===== config.mk =====
export PLATFORM = sky130hd
export DESIGN_NAME = abh_wide
export DESIGN_NICKNAME = d
export VERILOG_FILES = /design/src/rtl/abh_wide.sv
export SDC_FILE = /design/constraint.sdc
export NUM_CORES = 1
export LEC_CHECK = 0
export BUFFER_PORTS_ARGS = -buffer_cell sky130_fd_sc_hd__buf_4
export CAP_MARGIN = 20
export CORE_UTILIZATION = 52
export CTS_BUF_LIST = sky130_fd_sc_hd__clkbuf_8
export DETAILED_ROUTE_END_ITERATION = 12
export PLACE_DENSITY = 0.83
export SLEW_MARGIN = 20
export SYNTH_ARGS = -nofsm -noshare
export SYNTH_HDL_FRONTEND = slang
export SYNTH_SLANG_ARGS = --single-unit

===== constraint.sdc =====
create_clock -name clk -period 2.6 [get_ports clk]
set_clock_uncertainty 0.2 [all_clocks]
set_input_delay 0.26 -clock clk [delete_from_list [all_inputs] [get_ports clk]]
set_output_delay 0.26 -clock clk [all_outputs]
set_load 0.1 [all_outputs]

===== src/rtl/abh_wide.sv =====
// abh_wide: high-byte address unit for the 65C02 microcoded datapath.
// Forms the next high address (ADH) from a selected base plus a small
// carry-corrected offset, registers it as ABH, and keeps PCH and TMP.
// With PAGE_FIX set, a page-crossing carry/borrow is deferred into one
// extra cycle (6502-style) instead of being applied combinationally.
//
// state     | meaning
// ----------+-------------------------------------------------------
// S_IDLE    | normal address formation; may defer a page crossing
// S_FIX_INC | one-cycle fix: ABH <= ABH + 1 (carry out of low byte)
// S_FIX_DEC | one-cycle fix: ABH <= ABH - 1 (borrow out of low byte)
module abh_wide #(
  parameter int             W          = 8,
  parameter bit             PAGE_FIX   = 1'b1,
  parameter logic [W-1:0]   STACK_PAGE = W'('h01)
) (
  input  logic         clk,
  input  logic         rst_n,
  input  logic         rdy,
  input  logic         CI,
  input  logic [W-1:0] DB,
  input  logic [4:0]   op,
  input  logic         fix_en,
  input  logic         ld_pc,
  input  logic         inc_pc,
  input  logic         ld_tmp,
  output logic [W-1:0] ADH,
  output logic [W-1:0] ABH,
  output logic [W-1:0] PCH,
  output logic         CO,
  output logic         fix_busy
);

  typedef enum logic [1:0] {
    S_IDLE    = 2'd0,
    S_FIX_INC = 2'd1,
    S_FIX_DEC = 2'd2
  } state_t;

  localparam logic [W-1:0] ONE  = W'(1);
  localparam logic [W-1:0] ONES = '1;

  state_t       state, state_nxt;
  logic [W-1:0] abh_q, pch_q, tmp_q;
  logic [W-1:0] base, offset;
  logic [W:0]   sum;
  logic         defer_inc, defer_dec;

  // Base operand selected by op[4:2]; TMP as base always sees the old value.
  always_comb begin
    base = '0;
    case (op[4:2])
      3'b001:  base = abh_q;
      3'b010:  base = pch_q;
      3'b011:  base = DB;
      3'b100:  base = STACK_PAGE;
      3'b101:  base = tmp_q;
      default: base = '0;
    endcase
  end

  // Offset selected by op[1:0]; mode 11 is "-1 + CI", i.e. all-ones or zero.
  always_comb begin
    offset = '0;
    case (op[1:0])
      2'b00: offset = '0;
      2'b01: offset = ONE;
      2'b10: offset = {{(W-1){1'b0}}, CI};
      2'b11: offset = CI ? '0 : ONES;
    endcase
  end

  // Adder and next-state: FIX states override the operands, and a deferred
  // crossing passes the uncorrected base through with no carry out.
  always_comb begin
    defer_inc = PAGE_FIX && fix_en && (op[1:0] == 2'b10) && CI;
    defer_dec = PAGE_FIX && fix_en && (op[1:0] == 2'b11) && !CI;
    sum       = {1'b0, base} + {1'b0, offset};
    state_nxt = S_IDLE;
    case (state)
      S_FIX_INC: sum = {1'b0, abh_q} + {1'b0, ONE};
      S_FIX_DEC: sum = {1'b0, abh_q} + {1'b0, ONES};
      default: begin
        if (defer_inc) begin
          sum       = {1'b0, base};
          state_nxt = S_FIX_INC;
        end else if (defer_dec) begin
          sum       = {1'b0, base};
          state_nxt = S_FIX_DEC;
        end
      end
    endcase
  end

  // State and datapath registers; rdy low freezes everything, FIX included.
  always_ff @(posedge clk or negedge rst_n) begin
    if (!rst_n) begin
      state <= S_IDLE;
      abh_q <= '0;
      pch_q <= '0;
      tmp_q <= '0;
    end else if (rdy) begin
      state <= state_nxt;
      abh_q <= sum[W-1:0];
      if (ld_pc)  pch_q <= abh_q + {{(W-1){1'b0}}, inc_pc};
      if (ld_tmp) tmp_q <= DB;
    end
  end

  assign ADH      = sum[W-1:0];
  assign CO       = sum[W];
  assign ABH      = abh_q;
  assign PCH      = pch_q;
  assign fix_busy = (state != S_IDLE);

endmodule


==> metrics.cfg <==
[min_path]
hp-start=DB[5]
hold_depth=2
min_path_type=in2reg
whs_endpoint=tmp_q[5]

[pwr]
swShare=0.5445
combPwrFrac=0.709
switchingPower_w=0.001863
p_total_w=0.003422
p_int_w=0.001559
max-vdd-ir-drop_uv=958.3
seqPwrFrac=0.186
power_frac_clock=0.105
power.density_nw_per_um2=961.2
p_leak_nw=1.653

[yosys]
syn_inst=248
ys_seq_area_frac=0.2859
ys_types=46
ys_warn_count=0
synth_ff_type=dfrtp_1
ys_async_sr_fraction=1.000
synth_fp_nets=290
syn_avg_cell_area_sq_um=9.177
synth_seq_cells=26
synth_edf_count=0
netlist_area_sq_um=2276

[clock_network]
htree_levels=1
cts_tree=yes
root_buffer=clkbuf_8
clock_path_buffers=2
clock_latency_ns=0.29
cts.sinks=26
clk_pin_slew_ns=0.11
numCtsBuffers=3

[global_route]
grt_use_total=0.3876
grt_max_degree=27
grt_pass1_vias=2529
antenna_found_initial=0
grt_pass1_wl_um=12920
overflow=0

[layout]
multiInputGateArea_sq_um=1775
layout-drive-gt1-share=0.5099
layout_common_cells=buf_4, ha_1, o21ai_0
nFillCells=211
fin_area_sq_um=3560
seq_area_sq_um=685.7
fin_util=0.8711
layout_commonest_cell=buf_4
area_growth_pct=56.40
nets=396
antenna_cells=0

[timing]
max_freq_mhz=290.4
setup_ws_ns=-0.8432
finalMaxSlewViolations=0
finalHoldViolCount=0
fin_crit_sh=1.324
min_period_ns=3.443
slew-limit-headroom=0.6060
worstMarginPinSlew_ns=0.5898
finalSetupViolCount=14
rsz0062_at_grt=yes

[critical_path]
worst-setup-path-type=reg2out
r2r_cells=12
timing.rr.start=PCH[0]
r2r_slack_ns=-0.65
cp-start-kind=flip-flop
crit_path_max_fanout=2
cp_data_required_time_ns=2.14
r2r-end=ABH[4]
arrival_ns=2.98
endpoint_kind=output port

[drt]
firstDrtPassIters=5
routedWlPerCell_um=21.86
vias_per_cell=6.419
drt-total-wl_um=8810
antenna_left=0
post-route-drc-count=0
drt_iter0_markers=266
vias=2587

[status]
violations=setup timing
status=finished, violations left

[die]
core_sq_um=4086
io_pins=47
die_h_um=68.16
core.rowCount=23
start_util=0.5570
dieArea_sq_um=4645
die_x_um=68.16

[placed_design]
port_buffers=46
dp_hpwl_um=5545
place_congestion=0.9659
place_area_sq_um=3219

[flow_run]
drv_cap=0

kinds of logic (layout without fill, tap and decap cells):
logic type / count (synthesis) / count (layout) / synth area share
AOI/OAI and AO/OA: 81 / 81 / 0.2320
and+or+nand+nor: 58 / 58 / 0.1341
muxes: 26 / 26 / 0.1242
DFF: 26 / 26 / 0.2859
adders and majority gates: 21 / 21 / 0.1220
buffers and inverters: 21 / 126 / 0.04068
xor gates and xnor gates: 15 / 15 / 0.06103
flip-flops by register name, summed over array words and instances, names as in the netlist:
register,cells
PCH,8
state,2
ABH,8
tmp_q,8
layer usage:
metal	track usage	vias to the layer above	routed length, um
met2	0.6679	160	4316
met4	0.1745	0	337
li1	-	1130	-
met5	0	-	0
met1	0.4791	1259	3553
met3	0.04500	38	601
critical path, stage by stage, from the launching register on:
cell and delay [ns]:
dfrtp_4 0.49, mux2i_1 0.21, o32ai_2 0.15, ha_2 0.22
fa_2 0.39, buf_4 0.16, a21o_1 0.19, a21oi_2 0.24
xnor2_2 0.11, a22oi_2 0.21, o31ai_4 0.14, buf_12 0.19
what timing repair did:
item | in CTS | in global routing
resized for setup | 33 | 11
endpoints found under the hold margin | 26 | 0
hold buffers | 1 | 0
endpoints found under the setup margin | 11 | 15
setup buffers | 5 | 4
pin swaps | 6 | 4
cells in the mapped netlist (3+ instances only):
cell	instances	area [sq um]
a211oi_1	6	45.04
nor2b_1	3	18.77
o21ai_1	9	45.04
nor2_1	9	33.78
o32ai_1	4	35.03
clkbuf_1	4	15.01
nand3_1	7	35.03
mux2i_1	11	110.1
o21ai_0	19	95.09
o22ai_1	5	31.28
and3b_1	3	26.28
a21o_1	4	30.03
nand2b_1	10	62.56
a22oi_1	3	22.52
a21oi_1	14	70.07
mux2_2	13	146.4
xnor2_1	9	78.83
xor2_1	5	43.79
dfrtp_1	26	650.6
inv_1	13	48.80
ha_1	19	237.7
nand2_1	17	63.81
metrics by stage:
stage	hold WS (ns)	setup TNS, ns	instances	setup WS (ns)
after detailed placement	-0.001539	-3.816	391	-0.4476
after CTS	0.02407	-4.598	400	-0.6049
final	0.01841	-6.895	403	-0.8432
after floorplan	-0.2356	-4.343	248	-0.5125
after global routing	0.02023	-7.638	403	-0.8756
after global placement	-0.004688	-2.986	391	-0.3942
how the worst max path moves through the flow:
| stage | from | end | slack (ns) | depth (start not counted) |
|---|---|---|---|---|
| after global routing | PCH[0] | ADH[4] | -0.88 | 11 |
| after CTS | ABH[1] | ADH[5] | -0.60 | 10 |
| after floorplan | ABH[0] | ADH[6] | -0.51 | 9 |
| after global placement | op[3] | CO | -0.39 | 13 |
| after detailed placement | op[4] | ADH[5] | -0.45 | 11 |
| final | PCH[0] | ADH[4] | -0.84 | 11 |
cell type report:
cell class / instances / share of cell area
timing repair buffer: 109 / 0.2573
clock buffer: 3 / 0.01160
tap: 50 / 0.01757
sequential: 26 / 0.1926
inverter: 13 / 0.01371
clock inverter: 1 / 0.008436
multi-input combinational: 201 / 0.4988
power groups by stage:
stage                     clock, W  sequential, W  combinational, W
after floorplan                  0        0.00126          0.000899
after global placement           0       0.000625           0.00212
after detailed placement         0       0.000626           0.00216
after CTS                 0.000349       0.000619           0.00231
after global routing      0.000368       0.000643           0.00250
final                     0.000359       0.000637           0.00243
Power figures use the tool's default switching activity.
